[src/rtl/prog_loader_if.sv]
// Byte-stream and memory-port bundle between the program loader and its surroundings.
// The loader side takes the master modport: it drives the memory port and consumes the stream.
interface prog_loader_if #(
   parameter int ADDR_WIDTH = 16,
   parameter int DATA_WIDTH = 8
);
   logic                  s_valid;
   logic [DATA_WIDTH-1:0] s_data;
   logic                  s_ready;
   logic                  mem_we;
   logic [ADDR_WIDTH-1:0] mem_addr;
   logic [DATA_WIDTH-1:0] mem_din;
   logic [DATA_WIDTH-1:0] mem_dout;

   modport master (
      input  s_valid, s_data, mem_dout,
      output s_ready, mem_we, mem_addr, mem_din
   );

   modport slave (
      output s_valid, s_data, mem_dout,
      input  s_ready, mem_we, mem_addr, mem_din
   );
endinterface

[src/rtl/prog_loader.sv]
// Program loader: streams an image into memory, reads it back against a running checksum,
// and keeps the core in reset until the image has verified.
module prog_loader #(
   parameter int ADDR_WIDTH    = 16,
   parameter int DATA_WIDTH    = 8,
   parameter int DEPTH         = 32,
   parameter bit HOLD_AT_RESET = 1'b1
) (
   input  logic                  clk,
   input  logic                  reset,
   input  logic                  start,
   input  logic [ADDR_WIDTH-1:0] load_base,
   input  logic [ADDR_WIDTH-1:0] load_len,
   prog_loader_if.master         bus,
   output logic                  bus_own,
   output logic                  cpu_hold,
   output logic                  done,
   output logic                  error,
   output logic [1:0]            err_code,
   output logic [DATA_WIDTH-1:0] checksum
);

   typedef enum logic [2:0] {
      ST_IDLE,
      ST_LOAD,
      ST_VERIFY,
      ST_CHECK,
      ST_DONE,
      ST_ERROR
   } state_t;

   localparam logic [ADDR_WIDTH-1:0] ONE       = ADDR_WIDTH'(1);
   localparam logic [ADDR_WIDTH:0]   DEPTH_EXT = (ADDR_WIDTH+1)'(DEPTH);

   state_t                state_q, state_d;
   logic [ADDR_WIDTH-1:0] base_q, base_d;
   logic [ADDR_WIDTH-1:0] len_q, len_d;
   logic [ADDR_WIDTH-1:0] idx_q, idx_d;
   logic [DATA_WIDTH-1:0] load_sum_q, load_sum_d;
   logic [DATA_WIDTH-1:0] rd_sum_q, rd_sum_d;
   logic                  rd_en_q, rd_en_d;
   logic                  rd_dv_q, rd_dv_d;
   logic                  mem_we_q, mem_we_d;
   logic [ADDR_WIDTH-1:0] mem_addr_q, mem_addr_d;
   logic [DATA_WIDTH-1:0] mem_din_q, mem_din_d;
   logic                  bus_own_q, bus_own_d;
   logic                  cpu_hold_q, cpu_hold_d;
   logic                  done_q, done_d;
   logic                  error_q, error_d;
   logic [1:0]            err_code_q, err_code_d;
   logic [DATA_WIDTH-1:0] checksum_q, checksum_d;

   logic [ADDR_WIDTH:0]   end_addr;
   logic                  range_bad;
   logic                  start_ok;
   logic                  s_ready;
   logic                  handshake;
   logic                  last_idx;
   logic [DATA_WIDTH-1:0] final_sum;
   logic                  verify_ok;

   // End address is formed one bit wider so an image running past the top cannot wrap into range.
   assign end_addr  = {1'b0, load_base} + {1'b0, load_len};
   assign range_bad = end_addr > DEPTH_EXT;
   assign start_ok  = start && (state_q == ST_IDLE || state_q == ST_DONE || state_q == ST_ERROR);
   assign s_ready   = (state_q == ST_LOAD) && (idx_q < len_q);
   assign handshake = bus.s_valid && s_ready;
   assign last_idx  = (idx_q == len_q - ONE);
   assign final_sum = rd_sum_q + (rd_dv_q ? bus.mem_dout : '0);
   assign verify_ok = (final_sum == load_sum_q);

   always_ff @(posedge clk) begin
      if (reset) state_q <= ST_IDLE;
      else       state_q <= state_d;
   end

   // CHECK waits until the last read address has retired so final_sum includes the last byte.
   always_comb begin
      state_d = state_q;
      case (state_q)
         ST_IDLE, ST_DONE, ST_ERROR: begin
            if (start) begin
               if (range_bad)            state_d = ST_ERROR;
               else if (load_len == '0)  state_d = ST_DONE;
               else                      state_d = ST_LOAD;
            end
         end
         ST_LOAD:   if (handshake && last_idx) state_d = ST_VERIFY;
         ST_VERIFY: if (last_idx)              state_d = ST_CHECK;
         ST_CHECK:  if (!rd_en_q)              state_d = verify_ok ? ST_DONE : ST_ERROR;
         default:                              state_d = ST_IDLE;
      endcase
   end

   always_comb begin
      base_d     = base_q;
      len_d      = len_q;
      idx_d      = idx_q;
      load_sum_d = load_sum_q;
      rd_sum_d   = rd_dv_q ? final_sum : rd_sum_q;
      rd_en_d    = 1'b0;
      rd_dv_d    = rd_en_q;
      mem_we_d   = 1'b0;
      mem_addr_d = mem_addr_q;
      mem_din_d  = mem_din_q;
      bus_own_d  = bus_own_q;
      cpu_hold_d = cpu_hold_q;
      done_d     = done_q;
      error_d    = error_q;
      err_code_d = err_code_q;
      checksum_d = checksum_q;

      if (start_ok) begin
         done_d     = 1'b0;
         error_d    = 1'b0;
         err_code_d = 2'b00;
         checksum_d = '0;
         if (range_bad) begin
            error_d    = 1'b1;
            err_code_d = 2'b01;
         end else if (load_len == '0) begin
            done_d     = 1'b1;
            cpu_hold_d = 1'b0;
         end else begin
            base_d     = load_base;
            len_d      = load_len;
            idx_d      = '0;
            load_sum_d = '0;
            rd_sum_d   = '0;
            bus_own_d  = 1'b1;
            cpu_hold_d = 1'b1;
         end
      end

      case (state_q)
         ST_LOAD: begin
            if (handshake) begin
               mem_we_d   = 1'b1;
               mem_addr_d = base_q + idx_q;
               mem_din_d  = bus.s_data;
               load_sum_d = load_sum_q + bus.s_data;
               idx_d      = last_idx ? '0 : idx_q + ONE;
            end
         end
         ST_VERIFY: begin
            mem_addr_d = base_q + idx_q;
            rd_en_d    = 1'b1;
            idx_d      = idx_q + ONE;
         end
         ST_CHECK: begin
            if (!rd_en_q) begin
               bus_own_d  = 1'b0;
               checksum_d = load_sum_q;
               if (verify_ok) begin
                  done_d     = 1'b1;
                  cpu_hold_d = 1'b0;
               end else begin
                  error_d    = 1'b1;
                  err_code_d = 2'b10;
               end
            end
         end
         default: ;
      endcase
   end

   always_ff @(posedge clk) begin
      if (reset) begin
         base_q     <= '0;
         len_q      <= '0;
         idx_q      <= '0;
         load_sum_q <= '0;
         rd_sum_q   <= '0;
         rd_en_q    <= 1'b0;
         rd_dv_q    <= 1'b0;
         mem_we_q   <= 1'b0;
         mem_addr_q <= '0;
         mem_din_q  <= '0;
         bus_own_q  <= 1'b0;
         cpu_hold_q <= HOLD_AT_RESET;
         done_q     <= 1'b0;
         error_q    <= 1'b0;
         err_code_q <= 2'b00;
         checksum_q <= '0;
      end else begin
         base_q     <= base_d;
         len_q      <= len_d;
         idx_q      <= idx_d;
         load_sum_q <= load_sum_d;
         rd_sum_q   <= rd_sum_d;
         rd_en_q    <= rd_en_d;
         rd_dv_q    <= rd_dv_d;
         mem_we_q   <= mem_we_d;
         mem_addr_q <= mem_addr_d;
         mem_din_q  <= mem_din_d;
         bus_own_q  <= bus_own_d;
         cpu_hold_q <= cpu_hold_d;
         done_q     <= done_d;
         error_q    <= error_d;
         err_code_q <= err_code_d;
         checksum_q <= checksum_d;
      end
   end

   assign bus.s_ready  = s_ready;
   assign bus.mem_we   = mem_we_q;
   assign bus.mem_addr = mem_addr_q;
   assign bus.mem_din  = mem_din_q;
   assign bus_own      = bus_own_q;
   assign cpu_hold     = cpu_hold_q;
   assign done         = done_q;
   assign error        = error_q;
   assign err_code     = err_code_q;
   assign checksum     = checksum_q;

endmodule

[src/flat_wrapper.sv]
// flat-port wrapper written by rule: the top's interface ports become plain ports
module prog_loader_flat 
#(
   parameter int ADDR_WIDTH    = 16,
   parameter int DATA_WIDTH    = 8,
   parameter int DEPTH         = 32,
   parameter bit HOLD_AT_RESET = 1'b1
)
  (clk, reset, start, load_base, load_len, bus_own, cpu_hold, done, error, err_code, checksum, bus_s_valid, bus_s_data, bus_mem_dout, bus_s_ready, bus_mem_we, bus_mem_addr, bus_mem_din);
  prog_loader_if #(.ADDR_WIDTH(ADDR_WIDTH), .DATA_WIDTH(DATA_WIDTH)) bus_i ();
  input  logic clk;
  input  logic reset;
  input  logic start;
  input  logic [ADDR_WIDTH-1:0] load_base;
  input  logic [ADDR_WIDTH-1:0] load_len;
  output logic bus_own;
  output logic cpu_hold;
  output logic done;
  output logic error;
  output logic [1:0] err_code;
  output logic [DATA_WIDTH-1:0] checksum;
  input wire logic [$bits(bus_i.s_valid)-1:0] bus_s_valid;
  input wire logic [$bits(bus_i.s_data)-1:0] bus_s_data;
  input wire logic [$bits(bus_i.mem_dout)-1:0] bus_mem_dout;
  output wire logic [$bits(bus_i.s_ready)-1:0] bus_s_ready;
  output wire logic [$bits(bus_i.mem_we)-1:0] bus_mem_we;
  output wire logic [$bits(bus_i.mem_addr)-1:0] bus_mem_addr;
  output wire logic [$bits(bus_i.mem_din)-1:0] bus_mem_din;
  assign bus_i.s_valid = bus_s_valid;
  assign bus_i.s_data = bus_s_data;
  assign bus_i.mem_dout = bus_mem_dout;
  assign bus_s_ready = bus_i.s_ready;
  assign bus_mem_we = bus_i.mem_we;
  assign bus_mem_addr = bus_i.mem_addr;
  assign bus_mem_din = bus_i.mem_din;
  prog_loader #(.ADDR_WIDTH(ADDR_WIDTH), .DATA_WIDTH(DATA_WIDTH), .DEPTH(DEPTH), .HOLD_AT_RESET(HOLD_AT_RESET)) u_core (.clk(clk), .reset(reset), .start(start), .load_base(load_base), .load_len(load_len), .bus(bus_i), .bus_own(bus_own), .cpu_hold(cpu_hold), .done(done), .error(error), .err_code(err_code), .checksum(checksum));
endmodule
[config.mk]
export PLATFORM = sky130hd
export DESIGN_NAME = prog_loader_flat
export DESIGN_NICKNAME = d
export VERILOG_FILES = /design/src/rtl/prog_loader_if.sv /design/src/rtl/prog_loader.sv /design/src/flat_wrapper.sv
export SDC_FILE = /design/constraint.sdc
export NUM_CORES = 1
export LEC_CHECK = 0
export ABC_CLOCK_PERIOD_IN_PS = 9800
export CAP_MARGIN = 5
export CORE_ASPECT_RATIO = 0.75
export CORE_UTILIZATION = 30
export CTS_CLUSTER_DIAMETER = 150
export CTS_CLUSTER_SIZE = 10
export DETAILED_ROUTE_END_ITERATION = 10
export GPL_ROUTABILITY_DRIVEN = 0
export PLACE_DENSITY = 0.47
export REMOVE_ABC_BUFFERS = 1
export SLEW_MARGIN = 20
export SYNTH_ARGS = -nofsm -noshare
export SYNTH_HDL_FRONTEND = slang
export SYNTH_SLANG_ARGS = --single-unit
[constraint.sdc]
create_clock -name clk -period 9.8 [get_ports clk]
set_input_delay 1.47 -clock clk [delete_from_list [all_inputs] [get_ports clk]]
set_output_delay 1.47 -clock clk [all_outputs]
set_load 0.01 [all_outputs]
==> key figures <==
Status
  – Status: finished clean

Clock tree
  – Post-CTS setup buffers: 0
  – CTS Root Cell: clkbuf_16
  – Clock tree buffer depth: 2
  – Clock transition at path regs: 0.08 ns
  – CTS Buf Count: 9
  – CTS resizes: 0
  – CTS tree: built
  – Post-CTS Hold Buffers: 0
  – H-Tree Depth: 3
  – Clk Latency, worst-skew pair: 0.36 ns
  – Sink Count: 108

STA
  – Final Hold Fails: 0
  – Clk_skew: 0.00644 ns
  – Final WS setup: 4.54 ns
  – Worst-Margin Slew: 0.933 ns
  – Setup_tns: 0 ns
  – Tcrit/Tclk final: 0.537
  – Crit path time final: 5.26 ns
  – Fin. max-slew vios: 0
  – RSZ-0062 raised after global routing: false
  – Max-slew headroom: 0.373
  – Fmax: 190 MHz
  – Worst Hold Slack: 0.450 ns
  – Setup Viol. Count Final: 0

GRT
  – Antenna violations before repair: 0
  – Vias in the first global route: 6367
  – Total global-route track usage: 0.171
  – GR Overflow Total: 0
  – First-pass GRT wire length: 34700 um
  – Pin count of the biggest net entering global routing: 50

Min path
  – Hold path endpoint: u_core.bus.mem_addr[3]$_SDFFE_PP0P_
  – Hold path start: u_core.bus.mem_addr[3]$_SDFFE_PP0P_
  – Worst Hold Class: flip-flop to flip-flop
  – Hold Path Stages: 2

Synthesis
  – Post-Synth Adder-Cell Area: 0.116
  – Syn Area/Cell: 8.07 um^2
  – Sequential area share after synthesis: 0.288
  – FF+latch count, synth: 108
  – Post-Synthesis Cells: 930
  – Largest family of logic cells by synthesized area: simple AND/OR/NAND/NOR gates
  – Yosys cell types: 73
  – Synth async-reset ratio: 0
  – Largest cells by area after synthesis: dfxtp_1, ha_1, mux2i_1, nor2_1, a21oi_1
  – Synth Area in Compound Gates: 0.210
  – Synth Area in XOR/XNOR: 0.0676
  – Simple-gate share of the synthesized area: 0.214
  – Synth top area share: 0.288
  – Post-synthesis mux area share: 0.0561
  – Mapped cell area: 7510 um^2
  – Post-synth top area cell: dfxtp_1
  – Warnings from Yosys: 0
  – EDFF count, synth: 0
  – Synth Flop Type: dfxtp_1

Placement
  – Port Buf Inserts: 91
  – Worst slack at placement: 4.14 ns
  – Post-Place Cells: 1315
  – Placed cell areas: 8680 um^2
  – Detailed Place HPWL: 16800 um

Worst setup path
  – Reg2Reg Capture Point: u_core.idx_q[5]$_SDFF_PP0_
  – Reg2Reg Setup Slack: 5.84 ns
  – Worst path max stage delay: 0.65 ns
  – CP required: 10.07 ns
  – Slowest cell on the critical path: nand3_1
  – Cell family with most CP delay: compound AO/OA/AOI/OAI gates
  – Worst Path Buf+Inv: 2
  – Worst Setup End Kind: flip-flop
  – Crit path cell chain: clkdlybuf4s50_1, ha_1, fa_1, a21o_1, a311o_1, and2_1, a311oi_1, nor4b_1, nand4_1, buf_4, nand3_1, o21ai_0
  – RR Startpoint: u_core.len_q[5]$_SDFFE_PP0P_
  – Crit start category: primary input
  – Reg2reg path depth: 11
  – Crit Path Class: primary input to flip-flop
  – CP Max Fanout: 45
  – Crit path DAT: 5.54 ns

Power
  – Sw frac: 0.291
  – Pint: 756 uW
  – Leakage power: 0.00367 uW
  – Pwr per Cell Area: 118 nW/um^2
  – Switching power: 311 uW
  – Share of power burned in the clock network: 0.388
  – Reg power frac: 0.432
  – Worst ir drop on vdd: 0.0872 mV
  – Logic pwr share: 0.180

Die
  – Die Height: 139 um
  – Io pins: 92
  – Die area: 25700 um^2
  – Horiz. Die Dim: 185 um
  – # rows: 49
  – Starting Density: 0.309
  – Core area: 24300 um^2

Cells and area
  – Antenna cell count: 0
  – P&R area growth vs syn: 20.0%
  – Layout cells sized above 1: 0.0390
  – Design area: 9010 um^2
  – Cell Count, Final, Fillers Out: 1331
  – Final #Nets: 1114

Flow run
  – Number of max-cap violations: 0

Detailed routing
  – Antenna-violating nets left: 0
  – Wire length per cell: 16.1 um
  – Total Wirelength: 21500 um
  – DRC violation count after routing: 0
  – Vias per cell: 5.07
  – Via Count: 6747
  – Initial DRT Pass Iterations: 4
  – Initial DRC count: 440
stage by stage:
stage	power, uW	util
finish	1070	0.371
global placement	665	0.358
detailed placement	662	0.358
floorplan	585	-
CTS	1080	0.371
global route	1120	0.371
power by group through the flow:
stage,combinational [uW],sequential [uW],clock (uW)
after floorplan,118,468,0
after CTS,192,461,430
final,193,461,414
after global placement,193,471,0
after detailed placement,191,471,0
after global routing,212,463,441
layout by cell type, fill, tap and decap left out, types with 13 or more instances in the layout:
| cell | instances |
|---|---|
| a31oi_1 | 18 |
| xor2_1 | 18 |
| o21ai_1 | 15 |
| dfxtp_1 | 108 |
| inv_1 | 49 |
| xnor2_1 | 40 |
| nand2_1 | 76 |
| ha_1 | 63 |
| nor4_1 | 14 |
| o22ai_1 | 13 |
| mux2i_1 | 41 |
| nor3_1 | 24 |
| o21ai_0 | 23 |
| clkdlybuf4s50_1 | 90 |
| or3_1 | 13 |
| a21oi_1 | 71 |
| a211oi_1 | 13 |
| and2_1 | 18 |
| nor2_1 | 98 |
| nand3_1 | 25 |
worst max-delay path by stage:
| stage | depth (start not counted) | endpoint | slack [ns] | startpoint |
|---|---|---|---|---|
| after global placement | 12 | u_core.idx_q[5]$_SDFF_PP0_ | 4.25 | load_len[0] |
| after CTS | 12 | u_core.idx_q[5]$_SDFF_PP0_ | 4.55 | load_len[0] |
| after detailed placement | 12 | u_core.idx_q[5]$_SDFF_PP0_ | 4.14 | load_len[0] |
| final | 12 | u_core.idx_q[5]$_SDFF_PP0_ | 4.54 | load_len[0] |
| after global routing | 12 | u_core.idx_q[5]$_SDFF_PP0_ | 4.27 | load_len[0] |
| after floorplan | 10 | u_core.idx_q[2]$_SDFF_PP0_ | 3.36 | load_base[0] |
cells by family after synthesis:
| kind of cell | Yosys count |
|---|---|
| adder cells (fa/ha/maj) | 67 |
| multiplexers | 42 |
| AND/OR/NAND/NOR | 328 |
| flip-flops | 108 |
| buffers and inverters | 91 |
| XOR/XNOR | 58 |
| AO/OA/AOI/OAI | 236 |
metal layers:
layer,track usage,routed length (um)
met1,0.273,12100
met2,0.229,8130
met3,0.0263,864
met4,0.0513,382
met5,0,0
tightest hold or removal path, cell delays in order, from the launching register on:
cell     delay [ns]
dfxtp_1        0.31
nand2_1        0.05
a21oi_1        0.05
area by class of cell:
type	count	area (um^2)
clock buffers	9	225
clock inverters	7	105
fillers	2551	15300
inverters	50	188
multi-input cells	731	4980
flip-flops and latches	108	2160
well taps	331	414
repair buffers	95	936
synth_stat cells (6+ instances only):
cell	count
a211oi_1	13
a21o_1	11
a21oi_1	71
a22o_1	8
a31oi_1	18
and2_1	18
and3_1	10
buf_2	7
clkbuf_1	31
dfxtp_1	108
ha_1	63
inv_1	49
mux2i_1	41
nand2_1	76
nand2b_1	8
nand3_1	25
nand4_1	11
nor2_1	99
nor2b_1	10
nor3_1	24
nor4_1	14
o211ai_1	10
o21a_1	6
o21ai_0	23
o21ai_1	15
o22ai_1	13
o31ai_1	6
or3_1	13
xnor2_1	40
xor2_1	18
flip-flops by register name (all words and copies together), names as in the netlist, 2 cells and up:
register / cells
u_core.base_q: 16
u_core.bus.mem_addr: 16
u_core.idx_q: 16
u_core.len_q: 16
u_core.bus.mem_din: 8
u_core.checksum: 8
u_core.load_sum_q: 8
u_core.rd_sum_q: 8
u_core.state_q: 3
u_core.err_code: 2
Note: power is estimated with default switching activity, not from simulation.
